--- config.mk ---
export PLATFORM = sky130hd
export DESIGN_NAME = clock_works
export DESIGN_NICKNAME = d
export VERILOG_FILES = /design/src/rtl/clock_works.sv
export SDC_FILE = /design/constraint.sdc
export NUM_CORES = 1
export LEC_CHECK = 0
export BUFFER_PORTS_ARGS = -buffer_cell sky130_fd_sc_hd__buf_2
export CAP_MARGIN = 0
export CORE_AREA = 2 2 39 41
export DETAILED_ROUTE_END_ITERATION = 8
export DIE_AREA = 0 0 41 43
export REMOVE_ABC_BUFFERS = 1
export SYNTH_ARGS = -nofsm -noshare
export SYNTH_HDL_FRONTEND = slang
export SYNTH_SLANG_ARGS = --single-unit
--- constraint.sdc ---
create_clock -name CLK -period 1.9 [get_ports CLK]
set_clock_uncertainty 0.15 [all_clocks]
set_input_delay 0.095 -clock CLK [delete_from_list [all_inputs] [get_ports CLK]]
set_output_delay 0.095 -clock CLK [all_outputs]
set_load 0.05 [all_outputs]
--- src/rtl/clock_works.sv ---
// Clock gearbox and reset stretcher: divides CLK by 2^SLOW into clk and holds resetn low for RST_CYCLES slow periods.
// Latency: clk first rises 2^(SLOW-1) CLK edges after RESET release; resetn rises at edge RST_CYCLES*2^SLOW.
// No backpressure; free-running. Define CLOCKWORKS_BENCH_EN to bypass the divider (clk = CLK) for fast simulation.
module clock_works #(
    parameter int SLOW       = 0,
    parameter int RST_CYCLES = 16
) (
    input  logic CLK,
    input  logic RESET,
    output logic clk,
    output logic resetn
);

`ifdef CLOCKWORKS_BENCH_EN
    localparam int ESLOW = 0;
`else
    localparam int ESLOW = SLOW;
`endif

    // A stretch length of zero is treated as one slow period.
    localparam int RC = (RST_CYCLES < 1) ? 1 : RST_CYCLES;
    localparam int RW = $clog2(RC + 1);

    // High on the CLK edge that ends a slow-clock period.
    logic wrap;

    generate
        if (ESLOW > 0) begin : g_div
            // Power-up value matches the reset value so simulation without RESET is deterministic.
            logic [ESLOW-1:0] div_cnt = '0;

            // Free-running divider; its MSB is a registered, glitch-free 50% duty clock.
            always_ff @(posedge CLK) begin
                if (RESET) begin
                    div_cnt <= '0;
                end else begin
                    div_cnt <= div_cnt + 1'b1;
                end
            end

            // All-ones means the next edge rolls over to 0, which is also the clk falling edge.
            assign wrap = &div_cnt;
            assign clk  = div_cnt[ESLOW-1];
        end else begin : g_pass
            // No division: every CLK edge is a slow-clock period boundary.
            assign wrap = 1'b1;
            assign clk  = CLK;
        end
    endgenerate

    logic [RW-1:0] rst_cnt  = '0;
    logic          resetn_q = 1'b0;

    // Count slow periods after release; resetn rises on the wrap that reaches RC and holds until RESET.
    // Updating only on wraps keeps resetn stable while clk is high.
    always_ff @(posedge CLK) begin
        if (RESET) begin
            rst_cnt  <= '0;
            resetn_q <= 1'b0;
        end else if (wrap) begin
            if (rst_cnt < RW'(RC)) begin
                rst_cnt <= rst_cnt + 1'b1;
                if (rst_cnt + 1'b1 == RW'(RC)) begin
                    resetn_q <= 1'b1;
                end
            end
        end
    end

    assign resetn = resetn_q;

endmodule

# Yosys cells after proc, flatten, opt, wreduce, memory -nomap -nowiden

Index checks and enable logic that the tools add are counted.

Word-level logic and storage cells: 6
Input port bits: 2
Flip-flop bits (word level): 6

Eq/ne operators: 1
Add/sub/neg operators: 1
Reduce and logical (&&, ||, !) cells: 1
Magnitude comparators: 1

Operators by type and width:

| kind                                         | number |
|---|---|
| adder 5 x 1 -> 5 bit (second input constant) | 1 |
| equality test 5 bit (second input constant)  | 1 |
| < comparator 5 bit (second input constant)   | 1 |
| AND reduction 2 bit                          | 1 |

# Longest topological paths before layout

Gate-level depths: netlist (run 1).

Depth in word-level cells: 3
Depth in mapped cells: 4
Mapped depth without buffers: 4

==> results of run 1 <==
## state kept, by name (all words and copies together) (netlist names)
name / flops
resetn: 1
rst_cnt: 5
## routing by layer
| layer | GRT usage, % | vias to the layer above | wire length (um) |
|---|---|---|---|
| li1 | - | 100 | - |
| met1 | 5.84 | 88 | 203 |
| met2 | 6.56 | 2 | 217 |
| met3 | 11.0 | 0 | 4 |
| met4 | 15.3 | 0 | 0 |
| met5 | 0 | - | 0 |
## power by group
part / internal [mW] / switching (mW) / leakage [nW]
Clock: 0.156 / 0.148 / 0.0315
Combinational: 0.00933 / 0.00755 / 0.0692
Sequential: 0.132 / 0.00670 / 0.0490
Total: 0.297 / 0.163 / 0.150
## worst min path at each step
stage,end,slack [ns],depth (start not counted)
after floorplan,clk,-0.06,0
after global placement,clk,0.18,1
after detailed placement,clk,0.18,1
after CTS,resetn,0.32,2
after global routing,resetn,0.36,2
final,resetn,0.31,2
## worst max-delay path: stages
cell	delay (ns)
clkbuf_4	0.11
clkbuf_4	0.12
buf_2	0.20
## layout by cell type (no fill, tap or decap)
master / n
and3_1: 1
buf_2: 3
nor2b_2: 1
dfxtp_1: 6
clkbuf_4: 6
xnor2_1: 1
xor2_1: 2
nor2_1: 6
dlygate4sd3_1: 1
nand4b_1: 1
a31oi_1: 1
mux2i_1: 1
a41oi_1: 1
ha_1: 2
## stage by stage
stage	worst slack [ns]	cell area (um2)	util, %
2_1_floorplan	0.705	243	-
3_3_place_gp	0.517	278	20.1
3_5_place_dp	0.517	278	20.1
4_1_cts	0.266	333	24.1
5_1_grt	0.258	333	24.1
6_report	0.278	333	24.1
## area by class of cell
type / instances / area share, %
tap: 16 / 6.02
clock buffer: 7 / 15.0
sequential: 6 / 36.1
timing repair buffer: 3 / 6.02
multi-input combinational: 17 / 36.8
## kinds of logic (layout without fill, tap and decap cells)
group,after synthesis,count (layout),synth area share [%]
compound gates,2,2,6.00
xor+xnor,3,3,10.5
fa+ha+maj,2,2,10.0
buf+inv,1,10,3.00
flops,6,6,48.0
mux,1,1,4.00
simple gates,9,9,18.5
==> impl_metrics.tcl, run 1 <==
set metrics [dict create \
    status "finished, final reports clean" \
    worstPathArrival_ns 1.38 \
    ir_worst_vdd_mv 0.742 \
    synth_ff_type "dfxtp_1" \
    multi_input_comb_area_um2 123 \
    hold_viol_final 0 \
    num_vias 190 \
    drive_gt1_share_pct 30.3 \
    r2r-end "resetn" \
    fill_cells 154 \
    rows 14 \
    dp.final_hpwl_um 291 \
    tightest_slew_ns 0.251 \
    syn_avg_cell_area_um2 10.4 \
    grt_usage_pct 8.36 \
    p_per_area_nw_per_um2 1380 \
    drc 0 \
    start_kind "clock port" \
    synth_largest_area_cell "dfxtp_1" \
    dp_cells 42 \
    layout.nets 39 \
    rsz0062_at_grt "no" \
    p_total_mw 0.460 \
    clkTransAtPathRegs_ns 0.05 \
    vias_per_cell 3.88 \
    slew_violations 0 \
    hold_class "flop to flop" \
    die_w_um 41 \
    crit_path_end_kind "primary output" \
    ff2ff_path_depth 4 \
    cp_data_required_time_ns 1.65 \
    synth.distinct_cells 12 \
    syn_to_final_growth_pct 33.0 \
    critPathCapture "clk" \
    wire_per_inst_um 8.65 \
    antenna_cells 0 \
    synthCells 24 \
    slew-limit-headroom_pct 83.4 \
    synth_top_area_share_pct 48.0 \
    r2r_start "rst_cnt[0]" \
    post-cts-setup-buffers 0 \
    grt_max_degree 7 \
    crit_start "CLK" \
    synth_warnings 0 \
    core-area_um2 1380 \
    crit_fanout 2 \
    setup_viol_count_final 0 \
    drt_wl_total_um 424 \
    synth_area_um2 250 \
    stdcell_count 49 \
    grt_pass1_wl_um 731 \
    die_area_um2 1760 \
    synth_area_leaders "dfxtp_1, ha_1, nor2_1" \
    holdWs_ns 0.309 \
    drt_first_pass_iters 4 \
    gp_congestion 0.619 \
    setup_tns_ns 0 \
    antenna_left 0 \
    drt_iter0_markers 3 \
    cts_resized 0 \
    ys_seq_area_share_pct 48.0 \
    start_util_pct 18.1 \
    insertion_delay_ns 0.35 \
    synthArstFlopShare_pct 0 \
    port_buffers 3 \
    io_pins 4 \
    synth_common_cells "dfxtp_1, nor2_1, ha_1, xor2_1" \
    cts_tree "yes" \
    ctsHoldBuffers 1 \
    dieHeight_um 43 \
    grt_pass1_vias 213 \
    worstSetupPathType "clock port to primary output" \
    r2r_slack_ns 0.68 \
    holdCritStartpoint "resetn" \
    maxCapViolCount 0 \
    grt_antenna_before_repair 0 \
    synth-edff-count 0 \
    overflow 0 \
    power_leakage_nw 0.150 \
    regArea_um2 120 \
    synth-seq-cells 6 \
]
No activity file was read; power rests on OpenSTA's default activity.
==> run 2, diff against run 1 <==
--- a/config.mk
+++ b/config.mk
@@ -5,6 +5,7 @@
 export SDC_FILE = /design/constraint.sdc
 export NUM_CORES = 1
 export LEC_CHECK = 0
+export ABC_AREA = 1
 export BUFFER_PORTS_ARGS = -buffer_cell sky130_fd_sc_hd__buf_2
 export CAP_MARGIN = 0
 export CORE_AREA = 2 2 39 41
==> run 2 against run 1 <==
Compared with the run above: wire length increased by 5.4%; via count is 18% higher; critical path type unchanged; highest routed layer unchanged; flip-flop and latch count is the same; sequential power hardly changed; clock-buffer cell count unchanged.
==> impl_metrics.tcl, run 2 <==
set metrics [dict create \
    dieHeight_um 43 \
    slew-limit-headroom_pct 83.5 \
    cts_tree "yes" \
    p_comb_share_pct 3.4 \
    die_w_um 41 \
    drt_iter0_markers 4 \
    synth-seq-cells 6 \
    layout.nets 50 \
    setup_viol_count_final 0 \
    crit_path_end_kind "primary output" \
    switchingPower_mw 0.161 \
    ir_worst_vdd_mv 0.758 \
    max_stage_delay_ns 0.20 \
    crit_fanout 2 \
    hold_class "flop to flop" \
    r2r_start "rst_cnt[0]" \
    min_path_cells 2 \
    synth_top_family_by_area "simple AND/OR/NAND/NOR gates" \
    regMostFlops "rst_cnt" \
    overflow 0 \
    start_util_pct 20.0 \
    clkTransAtPathRegs_ns 0.04 \
    gp_congestion 0.836 \
    pwr-share-seq_pct 30.2 \
    rows 14 \
    status "finished, final reports clean" \
    worstPathArrival_ns 1.38 \
    most-common-layout-cells "clkbuf_4, dfxtp_1, inv_1, nor2_1, nand2_1" \
    ys_seq_area_share_pct 43.4 \
    drc 0 \
    switching_share_pct 35.3 \
    start_kind "clock port" \
    place_area_um2 304 \
    power.share.clock_pct 66.5 \
    largest_reg_flops 5 \
    drt_wl_total_um 447 \
    synthArstFlopShare_pct 0 \
    setup_tns_ns 0 \
    synth-simple-area-share_pct 20.4 \
    synth-compound-area-share_pct 13.1 \
    wire_per_inst_um 7.45 \
    num_vias 224 \
    fin_util_pct 25.9 \
    dp.final_hpwl_um 322 \
    synth_largest_area_cell "dfxtp_1" \
    holdWs_ns 0.302 \
    grt_usage_pct 7.75 \
    synthAdderAreaFrac_pct 9.05 \
    holdCritStartpoint "resetn" \
    synthCells 35 \
    r2r_slack_ns 0.74 \
    synth.mux.area_fraction_pct 0 \
    vias_per_cell 3.73 \
    cp_common_cell "clkbuf_4" \
    synth_ff_type "dfxtp_1" \
    synth_warnings 0 \
    rsz0062_at_grt "no" \
    ff2ff_path_depth 5 \
    grt_pass1_vias 235 \
    stdcell_area_um2 359 \
    antenna_left 0 \
    insertion_delay_ns 0.35 \
    slew_violations 0 \
    worstHoldEndpoint "resetn" \
    path_cells "clkbuf_4, clkbuf_4, buf_2" \
    synth_common_cells "dfxtp_1, inv_1, nor2_1" \
    synth_top_area_share_pct 43.4 \
    synth-edff-count 0 \
    worstSetupPathType "clock port to primary output" \
    tightest_slew_ns 0.249 \
    p_total_mw 0.455 \
    r2r-end "resetn" \
    drive_gt1_share_pct 29.5 \
    grt_pass1_wl_um 800 \
    synth-xor-area-share_pct 3.17 \
    grt_max_degree 6 \
    io_pins 4 \
    hold_viol_final 0 \
    syn_avg_cell_area_um2 7.90 \
    synth.distinct_cells 15 \
    synth_area_leaders "dfxtp_1, ha_1, inv_1" \
    maxCapViolCount 0 \
    p_per_area_nw_per_um2 1270 \
    power.internal_mw 0.295 \
    ctsHoldBuffers 1 \
    port_buffers 3 \
    cp_slowest_cell "buf_2" \
    post-cts-setup-buffers 0 \
    drt_first_pass_iters 2 \
    cts_resized 0 \
    cp_data_required_time_ns 1.65 \
    core-area_um2 1380 \
    power_leakage_nw 0.164 \
    syn_to_final_growth_pct 29.9 \
    yosysMostFrequentCell "dfxtp_1" \
    grt_antenna_before_repair 0 \
    antenna_cells 0 \
    die_area_um2 1760 \
    synth_area_um2 277 \
]
[run 2: changes by cell type after synthesis, sizes merged, moves of 2 or more]
cell	change
nand2	+5
nand3	+2
inv	+6
o21ai	+2
a21oi	+3
[run 2: layout make-up]
class,instances,area [um2]
multi-input cells,22,126
flip-flops and latches,6,120
well taps,16,20.0
fillers,149,1020
repair buffers,3,20.0
inverters,6,22.5
clock buffers,7,50.0
[run 2: logic make-up after synthesis]
family | after synthesis
xor+xnor | 1
simple gates | 13
buf+inv | 7
fa+ha+maj | 2
flops | 6
compound gates | 6
[run 2: worst max-delay path by stage]
stage / from / depth (start not counted) / slack, ns / to
2_1_floorplan: CLK / 0 / 0.71 / clk
3_3_place_gp: CLK / 1 / 0.52 / clk
3_5_place_dp: CLK / 1 / 0.52 / clk
4_1_cts: CLK / 3 / 0.27 / clk
5_1_grt: CLK / 3 / 0.27 / clk
6_report: CLK / 3 / 0.28 / clk
[run 2: worst max-delay path, delay by kind of cell]
family   cells  cell delay [ns]
buf+inv      3             0.43
[run 2: power by group through the flow]
stage	clock [mW]	sequential, mW	combinational, mW
after CTS	0.316	0.137	0.0153
after detailed placement	0.100	0.140	0.0136
final	0.303	0.137	0.0153
after global routing	0.327	0.138	0.0182
after floorplan	0	0.138	0.0105
after global placement	0.100	0.139	0.0136
[run 2: per-stage QoR]
| stage | std cells | setup WS, ns |
|---|---|---|
| global route | 60 | 0.270 |
| CTS | 60 | 0.268 |
| detailed placement | 53 | 0.517 |
| floorplan | 34 | 0.705 |
| finish | 60 | 0.280 |
| global placement | 53 | 0.517 |
[run 2: metal layers]
metal  GRT usage [%]  wire length (um)
met5               0                 0
met3            7.85                33
met2            6.88               190
met1            8.41               224
met4            9.33                 0
==> run 3, diff against run 2 <==
--- a/config.mk
+++ b/config.mk
@@ -9,6 +9,7 @@
 export BUFFER_PORTS_ARGS = -buffer_cell sky130_fd_sc_hd__buf_2
 export CAP_MARGIN = 0
 export CORE_AREA = 2 2 39 41
+export CTS_BUF_LIST = sky130_fd_sc_hd__clkbuf_8
 export DETAILED_ROUTE_END_ITERATION = 8
 export DIE_AREA = 0 0 41 43
 export REMOVE_ABC_BUFFERS = 1
==> run 3 against run 2 <==
Compared with the run above: via count rose by 5.4%; critical path depth stayed put; total power rose by 33%; highest routed layer is now met4; utilization rose by 2.7 points.
==> impl_metrics.tcl, run 3 (same netlist as run 2, synthesis figures left out) <==
set metrics [dict create \
    status "finished, final reports clean" \
    drc 0 \
    syn_to_final_growth_pct 43.4 \
    dieHeight_um 43 \
    dp.final_hpwl_um 322 \
    grt_usage_pct 9.56 \
    cp_common_cell "clkbuf_8" \
    worstSetupPathType "clock port to primary output" \
    drive_gt1_share_pct 29.5 \
    grt_pass1_wl_um 897 \
    start_kind "clock port" \
    r2r-end "resetn" \
    io_pins 4 \
    setup_tns_ns 0 \
    final.setup.worst_slack_ns 0.281 \
    regArea_um2 120 \
    rsz0062_at_grt "no" \
    maxCapViolCount 0 \
    grt_pass1_vias 236 \
    cp_slowest_cell "buf_2" \
    cp_data_required_time_ns 1.65 \
    largest_reg_flops 5 \
    pre_cts_ws_ns 0.517 \
    most-common-layout-cells "clkbuf_8, dfxtp_1, inv_1, nor2_1, nand2_1" \
    overflow 0 \
    wire_per_inst_um 8.10 \
    r2r_slack_ns 0.74 \
    fill_cells 144 \
    fin_util_pct 28.7 \
    hold_class "flop to flop" \
    crit_path_end_kind "primary output" \
    worstPathArrival_ns 1.37 \
    path_delay_family "buffers and inverters" \
    drt_first_pass_iters 4 \
    path_cells "clkbuf_8, clkbuf_8, buf_2" \
    drt_iter0_markers 6 \
    cts_tree "yes" \
    slew_violations 0 \
    ff2ff_path_depth 5 \
    layout.nets 50 \
    core-area_um2 1380 \
    regMostFlops "rst_cnt" \
    tightest_slew_ns 0.249 \
    crit_fanout 2 \
    hold_viol_final 0 \
    dp_cells 53 \
    rows 14 \
    r2r_start "rst_cnt[0]" \
    p_per_area_nw_per_um2 1520 \
    vias_per_cell 3.93 \
    die_area_um2 1760 \
    critPathCapture "clk" \
    slew-limit-headroom_pct 83.5 \
    path_buf_inv 3 \
    port_buffers 3 \
    path_depth 3 \
    drt_wl_total_um 486 \
    die_w_um 41 \
    num_vias 236 \
    grt_max_degree 6 \
    grt_antenna_before_repair 0 \
    multi_input_comb_area_um2 126 \
    crit_start "CLK" \
    power_leakage_nw 0.179 \
    setup_viol_count_final 0 \
    insertion_delay_ns 0.33 \
    gp_congestion 0.836 \
    clkTransAtPathRegs_ns 0.03 \
    antenna_cells 0 \
    stdcell_count 60 \
    start_util_pct 20.0 \
    max_stage_delay_ns 0.20 \
    ir_worst_vdd_mv 0.867 \
    antenna_left 0 \
]
[run 3: metrics by stage]
stage / hold slack (ns) / area, um2 / total power, mW
global route: 0.314 / 397 / 0.640
detailed placement: 0.137 / 304 / 0.254
global placement: 0.137 / 304 / 0.254
finish: 0.302 / 397 / 0.604
CTS: 0.303 / 397 / 0.620
floorplan: -0.0550 / 269 / 0.149
[run 3: area by class of cell]
type                       count  area share [%]
timing repair buffer           3            5.05
multi-input combinational     22            31.9
tap                           16            5.05
sequential                     6            30.3
clock buffer                   7            22.1
inverter                       6            5.68
[run 3: how the worst min path moves through the flow]
stage / from / to / slack, ns / cells past startpoint
2_1_floorplan: CLK / clk / -0.06 / 0
3_5_place_dp: RESET / resetn / 0.14 / 2
6_report: resetn / resetn / 0.30 / 2
5_1_grt: resetn / resetn / 0.31 / 2
4_1_cts: resetn / resetn / 0.30 / 2
3_3_place_gp: RESET / resetn / 0.14 / 2
[run 3: worst min-delay path, cell delays in order (launching register included)]
cell and delay [ns]:
dfxtp_1 0.30, inv_1 0.06, a21oi_2 0.05
[run 3: report_power, final]
group	internal [mW]	total, mW	switching [mW]
Sequential	0.132	0.137	0.00534
Combinational	0.00740	0.0153	0.00788
Clock	0.284	0.451	0.167
[run 3: timing repair]
item,in CTS,in global routing
hold buffers,1,0
buffers inserted,0,0
gates resized for setup,0,0
hold endpoints to repair,6,0
[run 3: metal layers]
layer	wire, um	part of all wire, %	global-route usage, %	up-vias
li1	-	-	-	126
met1	237	49	9.06	98
met4	21	4.3	16.7	0
met2	188	39	7.19	8
met5	0	0	0	-
met3	39	8.0	9.95	4
